==> src/rtl/chacha_ctr_pkg.sv <==
`default_nettype none
// ============================================================================
// Module      : chacha_ctr_pkg
// Description : Shared types and constants for the ChaCha modular counter:
//               burst FSM state encoding and count-direction constants.
// Revision    : 1.0 - initial release
// ============================================================================
package chacha_ctr_pkg;

    // Burst-control FSM state encoding
    typedef enum logic [1:0] {
        ST_IDLE = 2'd0,
        ST_RUN  = 2'd1,
        ST_DONE = 2'd2
    } ctr_state_e;

    // Values of the dir input
    localparam logic DIR_UP   = 1'b0;
    localparam logic DIR_DOWN = 1'b1;

endpackage : chacha_ctr_pkg
`default_nettype wire

==> src/rtl/mod_counter_step.sv <==
`default_nettype none
// ============================================================================
// Module      : mod_counter_step
// Description : Combinational next-value logic for a modulo-MOD counter.
//               Computes count +/- 1 with wrap at 0 / MOD-1 and flags the
//               wrapping step.
//               Optional feature macro: CHACHA_MOD_COUNTER_SATURATE_EN
//               (when defined the counter saturates at the range ends
//               instead of wrapping, and wrap_next is always 0).
// Ports       : count      in  WIDTH  current count value
//               dir        in  1      0 = up, 1 = down
//               next_value out WIDTH  value after one advance
//               wrap_next  out 1      advance crosses the modulus boundary
// Revision    : 1.0 - initial release
// ============================================================================
module mod_counter_step
    import chacha_ctr_pkg::*;
#(
    parameter int WIDTH = 4,
    parameter int MOD   = 16
) (
    input  logic [WIDTH-1:0] count,
    input  logic             dir,
    output logic [WIDTH-1:0] next_value,
    output logic             wrap_next
);

    localparam int unsigned      MAX_INT = MOD - 1;
    localparam logic [WIDTH-1:0] MAX_VAL = MAX_INT[WIDTH-1:0];

    always_comb begin
        next_value = count;
        wrap_next  = 1'b0;
        if (dir == DIR_UP) begin
            if (count == MAX_VAL) begin
`ifdef CHACHA_MOD_COUNTER_SATURATE_EN
                next_value = MAX_VAL;
                wrap_next  = 1'b0;
`else
                next_value = '0;
                wrap_next  = 1'b1;
`endif
            end else begin
                next_value = count + 1'b1;
            end
        end else begin
            if (count == '0) begin
`ifdef CHACHA_MOD_COUNTER_SATURATE_EN
                next_value = '0;
                wrap_next  = 1'b0;
`else
                next_value = MAX_VAL;
                wrap_next  = 1'b1;
`endif
            end else begin
                next_value = count - 1'b1;
            end
        end
    end

endmodule : mod_counter_step
`default_nettype wire

==> src/rtl/chacha_mod_counter.sv <==
`default_nettype none
// ============================================================================
// Module      : chacha_mod_counter
// Description : Loadable modulo-MOD up/down counter with count enable, wrap
//               pulse and a burst mode that advances a programmed number of
//               steps then pulses done. Used for the ChaCha20 round index and
//               word/quarter-round selectors.
//               Optional feature macro: CHACHA_MOD_COUNTER_SATURATE_EN
//               (saturate at range ends instead of wrapping; wrap stays 0).
// Parameters  : WIDTH (count width), MOD (2 <= MOD <= 2**WIDTH),
//               RESET_VAL (< MOD)
// Ports       : clk, reset      clock, synchronous active-high reset
//               load/load_value load count (clamped to MOD-1), aborts burst
//               en, dir         advance enable (stall in burst), direction
//               start, steps    launch a burst of `steps` advances
//               count, wrap     registered count, registered wrap pulse
//               at_zero         combinational count == 0
//               busy, done      registered burst status
// Revision    : 1.0 - initial release
// ============================================================================
module chacha_mod_counter
    import chacha_ctr_pkg::*;
#(
    parameter int WIDTH     = 4,
    parameter int MOD       = 16,
    parameter int RESET_VAL = 0
) (
    input  logic             clk,
    input  logic             reset,
    input  logic             load,
    input  logic [WIDTH-1:0] load_value,
    input  logic             en,
    input  logic             dir,
    input  logic             start,
    input  logic [WIDTH-1:0] steps,
    output logic [WIDTH-1:0] count,
    output logic             wrap,
    output logic             at_zero,
    output logic             busy,
    output logic             done
);

    localparam int unsigned      MAX_INT   = MOD - 1;
    localparam logic [WIDTH-1:0] MAX_VAL   = MAX_INT[WIDTH-1:0];
    localparam int unsigned      RST_INT   = RESET_VAL;
    localparam logic [WIDTH-1:0] RST_COUNT = RST_INT[WIDTH-1:0];

    ctr_state_e       state_q, state_d;
    logic [WIDTH-1:0] count_q, count_d;
    logic [WIDTH-1:0] rem_q, rem_d;
    logic             wrap_q, wrap_d;
    logic             busy_q, busy_d;
    logic             done_q, done_d;

    logic [WIDTH-1:0] step_value;
    logic             step_wrap;
    logic [WIDTH-1:0] load_clamped;

    mod_counter_step #(
        .WIDTH (WIDTH),
        .MOD   (MOD)
    ) u_step (
        .count      (count_q),
        .dir        (dir),
        .next_value (step_value),
        .wrap_next  (step_wrap)
    );

    // Out-of-range loads land on the top of the legal range
    assign load_clamped = (load_value > MAX_VAL) ? MAX_VAL : load_value;

    always_comb begin
        state_d = state_q;
        count_d = count_q;
        rem_d   = rem_q;
        wrap_d  = 1'b0;

        if (load) begin
            // Load wins over everything but reset and abandons any burst
            count_d = load_clamped;
            state_d = ST_IDLE;
        end else begin
            case (state_q)
                ST_IDLE: begin
                    if (start) begin
                        // The start cycle only arms the burst; no advance
                        if (steps != '0) begin
                            rem_d   = steps;
                            state_d = ST_RUN;
                        end else begin
                            state_d = ST_DONE;
                        end
                    end else if (en) begin
                        count_d = step_value;
                        wrap_d  = step_wrap;
                    end
                end
                ST_RUN: begin
                    if (en) begin
                        count_d = step_value;
                        wrap_d  = step_wrap;
                        rem_d   = rem_q - 1'b1;
                        if (rem_q == {{(WIDTH-1){1'b0}}, 1'b1}) begin
                            state_d = ST_DONE;
                        end
                    end
                end
                ST_DONE: begin
                    state_d = ST_IDLE;
                end
                default: begin
                    state_d = ST_IDLE;
                end
            endcase
        end

        // Status flags are registered copies of the upcoming state
        busy_d = (state_d == ST_RUN);
        done_d = (state_d == ST_DONE);
    end

    always_ff @(posedge clk) begin
        if (reset) begin
            state_q <= ST_IDLE;
            count_q <= RST_COUNT;
            rem_q   <= '0;
            wrap_q  <= 1'b0;
            busy_q  <= 1'b0;
            done_q  <= 1'b0;
        end else begin
            state_q <= state_d;
            count_q <= count_d;
            rem_q   <= rem_d;
            wrap_q  <= wrap_d;
            busy_q  <= busy_d;
            done_q  <= done_d;
        end
    end

    assign count   = count_q;
    assign wrap    = wrap_q;
    assign busy    = busy_q;
    assign done    = done_q;
    assign at_zero = (count_q == '0);

endmodule : chacha_mod_counter
`default_nettype wire
==> config.mk <==
export PLATFORM = sky130hd
export DESIGN_NAME = chacha_mod_counter
export DESIGN_NICKNAME = d
export VERILOG_FILES = /design/src/rtl/chacha_ctr_pkg.sv /design/src/rtl/mod_counter_step.sv /design/src/rtl/chacha_mod_counter.sv
export SDC_FILE = /design/constraint.sdc
export NUM_CORES = 1
export LEC_CHECK = 0
export ABC_CLOCK_PERIOD_IN_PS = 1900
export CAP_MARGIN = 20
export CORE_AREA = 5 5 53 55
export DETAILED_ROUTE_END_ITERATION = 12
export DIE_AREA = 0 0 58 60
export GPL_TIMING_DRIVEN = 0
export MAX_ROUTING_LAYER = met4
export PLACE_DENSITY = 0.76
export SYNTH_ARGS = -nofsm -noshare
export SYNTH_HDL_FRONTEND = slang
export SYNTH_SLANG_ARGS = --single-unit
==> constraint.sdc <==
create_clock -name clk -period 1.9 [get_ports clk]
set_clock_uncertainty 0.05 [all_clocks]
set_input_delay 0.38 -clock clk [delete_from_list [all_inputs] [get_ports clk]]
set_output_delay 0.38 -clock clk [all_outputs]
set_load 0.02 [all_outputs]
==> results of run 1 <==
==> cell type report <==
class / instances / area [um^2] / share of cell area (%)
multi-input cells: 72 / 541 / 47.3
clock buffers: 4 / 26.3 / 2.30
flip-flops and latches: 13 / 267 / 23.3
repair buffers: 23 / 220 / 19.3
inverters: 6 / 22.5 / 1.97
well taps: 30 / 37.5 / 3.29
plain buffers: 5 / 28.8 / 2.52
==> what timing repair did <==
| item | 4_1_cts | 5_1_grt |
|---|---|---|
| buffers inserted | 0 | 2 |
| pin swaps | 0 | 1 |
| setup endpoints to repair | 1 | 4 |
| resized for setup | 7 | 4 |
==> metrics by stage <==
| stage | setup TNS [ps] | setup slack [ps] |
|---|---|---|
| 2_1_floorplan | 0 | 28.3 |
| 3_3_place_gp | -625 | -210 |
| 3_5_place_dp | -958 | -270 |
| 4_1_cts | 0 | 19.5 |
| 5_1_grt | 0 | 2.09 |
| 6_report | 0 | 139 |
==> cells by family (layout without fill, tap and decap cells) <==
kind of cell	count (synthesis)	count (layout)	synth area share (%)
flip-flops	13	13	30.6
multiplexers	2	2	2.50
adder cells (fa/ha/maj)	4	4	5.89
AO/OA/AOI/OAI	29	29	26.2
AND/OR/NAND/NOR	35	35	26.2
buffers and inverters	12	38	6.48
XOR/XNOR	2	2	2.06
==> report_power, final <==
group / internal, W / total, W / switching (W) / leakage, nW
combinational: 0.0000980 / 0.000189 / 0.0000912 / 0.321
clock: 0.0000813 / 0.000171 / 0.0000900 / 0.0150
sequential: 0.000288 / 0.000307 / 0.0000190 / 0.108
total: 0.000467 / 0.000667 / 0.000200 / 0.444
==> sequential cells by signal, summed over array words and instances, names as in the netlist <==
register  count
count         4
rem_q         4
state_q       2
busy          1
done          1
wrap          1
==> final timing paths <==
kind / startpoint / end / slack [ps] / cells after the start
max: count[3] / count[3] / 140 / 1
min: rem_q[3] / rem_q[3] / 430 / 2
max reg2reg: state_q[0] / rem_q[2] / 370 / 5
min reg2reg: rem_q[3] / rem_q[3] / 430 / 2
==> cell usage after synthesis, drive strengths merged <==
master   number
a2111oi       2
a22o          2
nor2b         1
nand2b        4
mux2i         1
mux2          1
nand3         6
a221oi        1
nor3          1
a21o          1
a22oi         2
nand3b        1
o21ai         5
o311ai        2
dfxtp        13
nor4          3
nand4         1
o21a          1
and3          2
a32o          1
a21boi        1
o31ai         1
nor3b         2
o41ai         1
clkbuf        3
ha            4
a21oi         7
xnor2         1
nor2          7
xor2          1
nand2         3
o21ba         1
buf           3
inv           6
and3b         1
and2          1
a211oi        1
or3b          1
nand4bb       1
==> per-layer routing <==
layer	vias up	wire length [um]	track usage, %
met5	-	0	-
met4	0	17	3.97
met3	2	96	1.94
met2	23	952	22.1
met1	380	923	15.2
li1	416	-	-
==> impl_metrics.prom, run 1 <==
# TYPE chip_impl_metric gauge
chip_impl_metric{name="total_cts_buffers",unit=""} 3
chip_impl_metric{name="timing.slew.headroom",unit="%"} 68.5
chip_impl_metric{name="antenna_violating_nets_post_route",unit=""} 0
chip_impl_metric{name="final_hold_viol_count",unit=""} 0
chip_impl_metric{name="num-fill-cells",unit=""} 250
chip_impl_metric{name="track_usage",unit="%"} 12.8
chip_impl_metric{name="timing_max_transition_violations_final",unit=""} 0
chip_impl_metric{name="worst_ep_required_time",unit="ps"} 1470
chip_impl_metric{name="syn-instance-count",unit=""} 97
chip_impl_metric{name="antenna_cells_inserted",unit=""} 0
chip_impl_info{name="most-common-layout-cells",value="20 x sky130_fd_sc_hd__clkdlybuf4s50_1, 10 x sky130_fd_sc_hd__dfxtp_1, 7 x sky130_fd_sc_hd__nor2_1, 7 x sky130_fd_sc_hd__a21oi_1"} 1
chip_impl_metric{name="initial_utilization",unit="%"} 36.3
chip_impl_metric{name="postPlaceCellArea",unit="um^2"} 1100
chip_impl_info{name="layout_commonest_cell",value="sky130_fd_sc_hd__clkdlybuf4s50_1"} 1
chip_impl_metric{name="placeableCoreArea",unit="um^2"} 2340
chip_impl_info{name="critical_path_class",value="reg -> out"} 1
chip_impl_metric{name="flow.area_growth_from_synthesis",unit="%"} 34.5
chip_impl_metric{name="final.period_utilization",unit="%"} 92.7
chip_impl_metric{name="yosysTopAreaCellShare",unit="%"} 30.6
chip_impl_metric{name="fraction_of_final_layout_cells_with_drive_strength_greater_than_1",unit="%"} 14.6
chip_impl_info{name="crit_path_end_kind",value="output pin"} 1
chip_impl_metric{name="timing.critical_path.fanout_max",unit=""} 9
chip_impl_info{name="worst_path_max_delay_cell",value="sky130_fd_sc_hd__clkdlybuf4s50_1"} 1
chip_impl_metric{name="dieArea",unit="um^2"} 3480
chip_impl_metric{name="number_of_warnings_issued_by_yosys",unit=""} 0
chip_impl_metric{name="dp_hpwl",unit="um"} 1530
chip_impl_metric{name="timing.hold.ws",unit="ps"} 427
chip_impl_metric{name="setup-violations-final",unit=""} 0
chip_impl_metric{name="ys_seq_area_share",unit="%"} 30.6
chip_impl_metric{name="syn-cell-area",unit="um^2"} 850
chip_impl_metric{name="wirelength",unit="um"} 1990
chip_impl_info{name="netlist_top_cells_area",value="sky130_fd_sc_hd__dfxtp_1 31%, sky130_fd_sc_hd__ha_1 5.9%, sky130_fd_sc_hd__a21oi_1 4.1%, sky130_fd_sc_hd__nand3_1 3.5%, sky130_fd_sc_hd__o41ai_4 3.2%"} 1
chip_impl_metric{name="chipWidth",unit="um"} 58
chip_impl_metric{name="cellPowerDensity",unit="nW/um^2"} 584
chip_impl_metric{name="syn_nets",unit=""} 115
chip_impl_info{name="status",value="completed"} 1
chip_impl_metric{name="gp_congestion",unit=""} 0.764
chip_impl_metric{name="grt_antenna_before_repair",unit=""} 0
chip_impl_metric{name="p_leak",unit="nW"} 0.444
chip_impl_metric{name="postSynthRegisterBits",unit=""} 13
chip_impl_metric{name="cp_arrival",unit="ps"} 1330
chip_impl_info{name="worstPathCellList",value="clkdlybuf4s50_1"} 1
chip_impl_metric{name="fin_area",unit="um^2"} 1140
chip_impl_metric{name="routed_via_density",unit=""} 5.37
chip_impl_metric{name="route.detailed.drc",unit=""} 0
chip_impl_info{name="synth_top_cell_by_area",value="sky130_fd_sc_hd__dfxtp_1"} 1
chip_impl_info{name="tritoncts",value="yes"} 1
chip_impl_metric{name="firstDrtPassIters",unit=""} 4
chip_impl_info{name="critPathLaunchType",value="flop"} 1
chip_impl_metric{name="rows",unit=""} 18
chip_impl_metric{name="final_cell_count_no_fill",unit=""} 153
chip_impl_info{name="top_cell_family_by_delay_on_the_critical_path",value="buffers and inverters"} 1
chip_impl_metric{name="cts_hold_repair.buffers",unit=""} 0
chip_impl_metric{name="final_util",unit="%"} 48.8
chip_impl_metric{name="drt-wirelength-per-cell",unit="um"} 13.0
chip_impl_metric{name="die-height",unit="um"} 60
chip_impl_metric{name="first_global_vias",unit=""} 782
chip_impl_metric{name="max_cap_viols",unit=""} 0
chip_impl_metric{name="drtIter0Drc",unit=""} 17
chip_impl_metric{name="layout.nets",unit=""} 142
chip_impl_metric{name="globalRouteOverflowTotal",unit=""} 0
chip_impl_metric{name="vias",unit=""} 821
chip_impl_metric{name="clock_tree.buffer_depth",unit=""} 2
chip_impl_metric{name="synth.distinct_cells",unit=""} 44
chip_impl_metric{name="grt_start_max_net_pins",unit=""} 11
chip_impl_metric{name="total_power",unit="W"} 0.000667
chip_impl_metric{name="vdd_drop_max",unit="mV"} 0.414
chip_impl_metric{name="timing.fmax",unit="MHz"} 568
chip_impl_metric{name="place_inst",unit=""} 148
chip_impl_info{name="cts-root-buf",value="sky130_fd_sc_hd__clkbuf_4"} 1
chip_impl_info{name="rsz0062_at_grt",value="no"} 1
chip_impl_metric{name="io_buffer_count",unit=""} 21
chip_impl_metric{name="ioPinCount",unit=""} 22
chip_impl_metric{name="syn-mean-instance-area",unit="um^2"} 8.76
chip_impl_metric{name="grt_first_pass_wirelength",unit="um"} 3390
chip_impl_metric{name="clkSinkCount",unit=""} 13
chip_impl_metric{name="timing.critical_path.slowest_cell_delay",unit="ps"} 630
chip_impl_metric{name="timing.final.crit_period",unit="ps"} 1760
chip_impl_metric{name="clkTransAtPathRegs",unit="ps"} 80
chip_impl_metric{name="clock_latency",unit="ps"} 270
chip_impl_metric{name="h_tree_lvls",unit=""} 1
chip_impl_metric{name="buffering_stage_count_on_the_worst_path_with_inverters_included",unit=""} 1
chip_impl_info{name="timing.hold.worst.class",value="reg -> reg"} 1
chip_impl_metric{name="actual_slew_at_the_worst_max_slew_pin",unit="ps"} 472
Note: power is estimated with default switching activity, not from simulation.
==> run 2: changes to the inputs <==
- CTS_CLUSTER_SIZE: not set -> 20
- TNS_END_PERCENT: not set -> 100
==> results of run 2 <==
Same layout as run 1: the final DEF is identical, and so are final timing and power.
==> run 3: changes to the inputs <==
- CORE_AREA: 5 5 53 55 -> 5 5 45 63
- DIE_AREA: 0 0 58 60 -> 0 0 50 68
- HOLD_SLACK_MARGIN: not set -> 0.1
- PLACE_DENSITY: 0.76 -> 0.78
==> impl_metrics.prom, run 3 (synthesized netlist as in run 1, its figures left out) <==
# TYPE chip_impl_metric gauge
chip_impl_info{name="tritoncts",value="yes"} 1
chip_impl_metric{name="drt-wirelength-per-cell",unit="um"} 13.4
chip_impl_info{name="rsz0062_at_grt",value="no"} 1
chip_impl_info{name="critical_path_class",value="in -> reg"} 1
chip_impl_metric{name="route.detailed.drc",unit=""} 0
chip_impl_info{name="cts-root-buf",value="sky130_fd_sc_hd__clkbuf_4"} 1
chip_impl_metric{name="share_seq_of_total_power",unit="%"} 46.2
chip_impl_info{name="regToRegStartpoint",value="state_q[0]"} 1
chip_impl_metric{name="io_buffer_count",unit=""} 21
chip_impl_metric{name="timing.critical_path.slowest_cell_delay",unit="ps"} 550
chip_impl_metric{name="power.share.clock",unit="%"} 25.6
chip_impl_info{name="top_cell_family_by_delay_on_the_critical_path",value="compound AO/OA/AOI/OAI gates"} 1
chip_impl_metric{name="flow.area_growth_from_synthesis",unit="%"} 32.5
chip_impl_metric{name="clock_tree.buffer_depth",unit=""} 2
chip_impl_metric{name="hold_depth",unit=""} 2
chip_impl_metric{name="cellPowerDensity",unit="nW/um^2"} 589
chip_impl_info{name="r2r-end",value="rem_q[2]"} 1
chip_impl_metric{name="rows",unit=""} 21
chip_impl_metric{name="dp_hpwl",unit="um"} 1510
chip_impl_metric{name="cts_hold_repair.buffers",unit=""} 0
chip_impl_metric{name="fraction_of_final_layout_cells_with_drive_strength_greater_than_1",unit="%"} 14.0
chip_impl_metric{name="globalRouteOverflowTotal",unit=""} 0
chip_impl_metric{name="total_area_of_multi_input_combinational_cells",unit="um^2"} 542
chip_impl_metric{name="antenna_violating_nets_post_route",unit=""} 0
chip_impl_metric{name="firstDrtPassIters",unit=""} 4
chip_impl_metric{name="grt_start_max_net_pins",unit=""} 11
chip_impl_metric{name="vias",unit=""} 811
chip_impl_metric{name="postPlaceCellArea",unit="um^2"} 1090
chip_impl_metric{name="initial_utilization",unit="%"} 37.6
chip_impl_metric{name="timing.slew.headroom",unit="%"} 66.1
chip_impl_metric{name="antenna_cells_inserted",unit=""} 0
chip_impl_metric{name="clkSinkCount",unit=""} 13
chip_impl_metric{name="grt_first_pass_wirelength",unit="um"} 3260
chip_impl_metric{name="drtIter0Drc",unit=""} 21
chip_impl_metric{name="track_usage",unit="%"} 12.3
chip_impl_metric{name="placeableCoreArea",unit="um^2"} 2260
chip_impl_metric{name="wirelength",unit="um"} 1930
chip_impl_metric{name="ioPinCount",unit=""} 22
chip_impl_metric{name="gp_congestion",unit=""} 0.829
chip_impl_metric{name="power.net_switching",unit="W"} 0.000197
chip_impl_metric{name="actual_slew_at_the_worst_max_slew_pin",unit="ps"} 507
chip_impl_info{name="worst_hold_startpoint",value="rem_q[3]"} 1
chip_impl_metric{name="timing_max_transition_violations_final",unit=""} 0
chip_impl_metric{name="reg2regPathDepth",unit=""} 4
chip_impl_metric{name="power_frac_comb",unit="%"} 28.2
chip_impl_info{name="most-common-layout-cells",value="20 x sky130_fd_sc_hd__clkdlybuf4s50_1, 10 x sky130_fd_sc_hd__dfxtp_1, 7 x sky130_fd_sc_hd__nor2_1, 7 x sky130_fd_sc_hd__a21oi_1"} 1
chip_impl_info{name="status",value="completed"} 1
chip_impl_metric{name="final_util",unit="%"} 49.8
chip_impl_metric{name="total_power",unit="W"} 0.000663
chip_impl_metric{name="max_cap_viols",unit=""} 0
chip_impl_metric{name="clock_latency",unit="ps"} 270
chip_impl_metric{name="final_hold_viol_count",unit=""} 0
chip_impl_metric{name="h_tree_lvls",unit=""} 1
chip_impl_metric{name="fin_area",unit="um^2"} 1130
chip_impl_metric{name="timing.final.crit_period",unit="ps"} 1820
chip_impl_metric{name="dieArea",unit="um^2"} 3400
chip_impl_metric{name="p_leak",unit="nW"} 0.433
chip_impl_metric{name="first_global_vias",unit=""} 769
chip_impl_info{name="timing.hold.worst.class",value="reg -> reg"} 1
chip_impl_metric{name="final.period_utilization",unit="%"} 95.9
chip_impl_metric{name="internal_power",unit="W"} 0.000467
chip_impl_info{name="critPathLaunchType",value="primary input"} 1
chip_impl_metric{name="worst_ep_required_time",unit="ps"} 2020
chip_impl_metric{name="setup-violations-final",unit=""} 0
chip_impl_info{name="crit_path_end_kind",value="flop"} 1
chip_impl_metric{name="total_cts_buffers",unit=""} 3
chip_impl_info{name="worst_path_max_delay_cell",value="sky130_fd_sc_hd__o41ai_4"} 1
chip_impl_metric{name="num-fill-cells",unit=""} 228
chip_impl_metric{name="routed_via_density",unit=""} 5.63
chip_impl_metric{name="chipWidth",unit="um"} 50
chip_impl_metric{name="storage_cell_area",unit="um^2"} 267
chip_impl_info{name="worstPathCellList",value="clkdlybuf4s50_1 > buf_2 > o41ai_4 > o21ai_1 > a32o_2"} 1
chip_impl_info{name="min_to",value="rem_q[3]"} 1
chip_impl_metric{name="timing.critical_path.fanout_max",unit=""} 10
chip_impl_metric{name="die-height",unit="um"} 68
chip_impl_metric{name="buffering_stage_count_on_the_worst_path_with_inverters_included",unit=""} 2
chip_impl_metric{name="layout.nets",unit=""} 140
chip_impl_metric{name="grt_antenna_before_repair",unit=""} 0
chip_impl_metric{name="p_sw_share",unit="%"} 29.7
chip_impl_metric{name="vdd_drop_max",unit="mV"} 0.302
chip_impl_info{name="layout_commonest_cell",value="sky130_fd_sc_hd__clkdlybuf4s50_1"} 1
chip_impl_metric{name="cp_arrival",unit="ps"} 1940
chip_impl_metric{name="reg2reg_slack",unit="ps"} 280
chip_impl_metric{name="timing.fmax",unit="MHz"} 549
chip_impl_metric{name="clkTransAtPathRegs",unit="ps"} 80
run 3: routing by layer:
metal | part of all wire (%) | global-route usage (%) | routed length [um]
met5 | 0 | - | 0
met4 | 0.67 | 6.23 | 13
met3 | 6.3 | 2.83 | 121
met2 | 50 | 21.1 | 964
met1 | 43 | 13.2 | 826
run 3: how the worst max path moves through the flow:
stage | from | end | slack (ps) | cells past startpoint
global placement | count[0] | at_zero | -180 | 5
finish | load | rem_q[2] | 80 | 5
floorplan | count[0] | wrap | 30 | 6
detailed placement | count[0] | at_zero | -220 | 5
CTS | count[1] | at_zero | 7 | 4
global route | count[1] | at_zero | 2 | 4
run 3: worst min-delay path, delay by kind of cell, from the launching register on:
kind             cells  cell delay, ps
AO/OA/AOI/OAI        1              50
flip-flops           1             330
AND/OR/NAND/NOR      1              60
run 3: per-stage QoR:
stage | std cells | worst slack [ps] | hold slack (ps) | setup TNS, ps
global route | 144 | 2.36 | 473 | 0
finish | 144 | 77.1 | 434 | 0
CTS | 144 | 7.29 | 436 | 0
floorplan | 97 | 28.3 | 392 | 0
detailed placement | 141 | -218 | 423 | -797
global placement | 141 | -184 | 407 | -586
run 3: power by group through the flow:
stage / Sequential (W) / Clock [W] / Combinational [W]
after floorplan: 0.000316 / 0 / 0.000104
after global placement: 0.000308 / 0 / 0.000185
after detailed placement: 0.000309 / 0 / 0.000189
after CTS: 0.000306 / 0.000175 / 0.000187
after global routing: 0.000309 / 0.000196 / 0.000206
final: 0.000306 / 0.000170 / 0.000187
run 3: layout make-up:
| class | instances | area share, % |
|---|---|---|
| Buffer | 5 | 2.56 |
| Timing Repair Buffer | 21 | 18.8 |
| Sequential cell | 13 | 23.7 |
| Inverter | 6 | 2.00 |
| Clock buffer | 4 | 2.33 |
| Multi-Input combinational cell | 72 | 48.1 |
| Tap cell | 23 | 2.56 |
run 3: timing repair:
action                     4_1_cts  5_1_grt
resized for setup                6        4
setup buffers                    0        0
setup endpoints to repair        1        2
pin swaps                        0        0
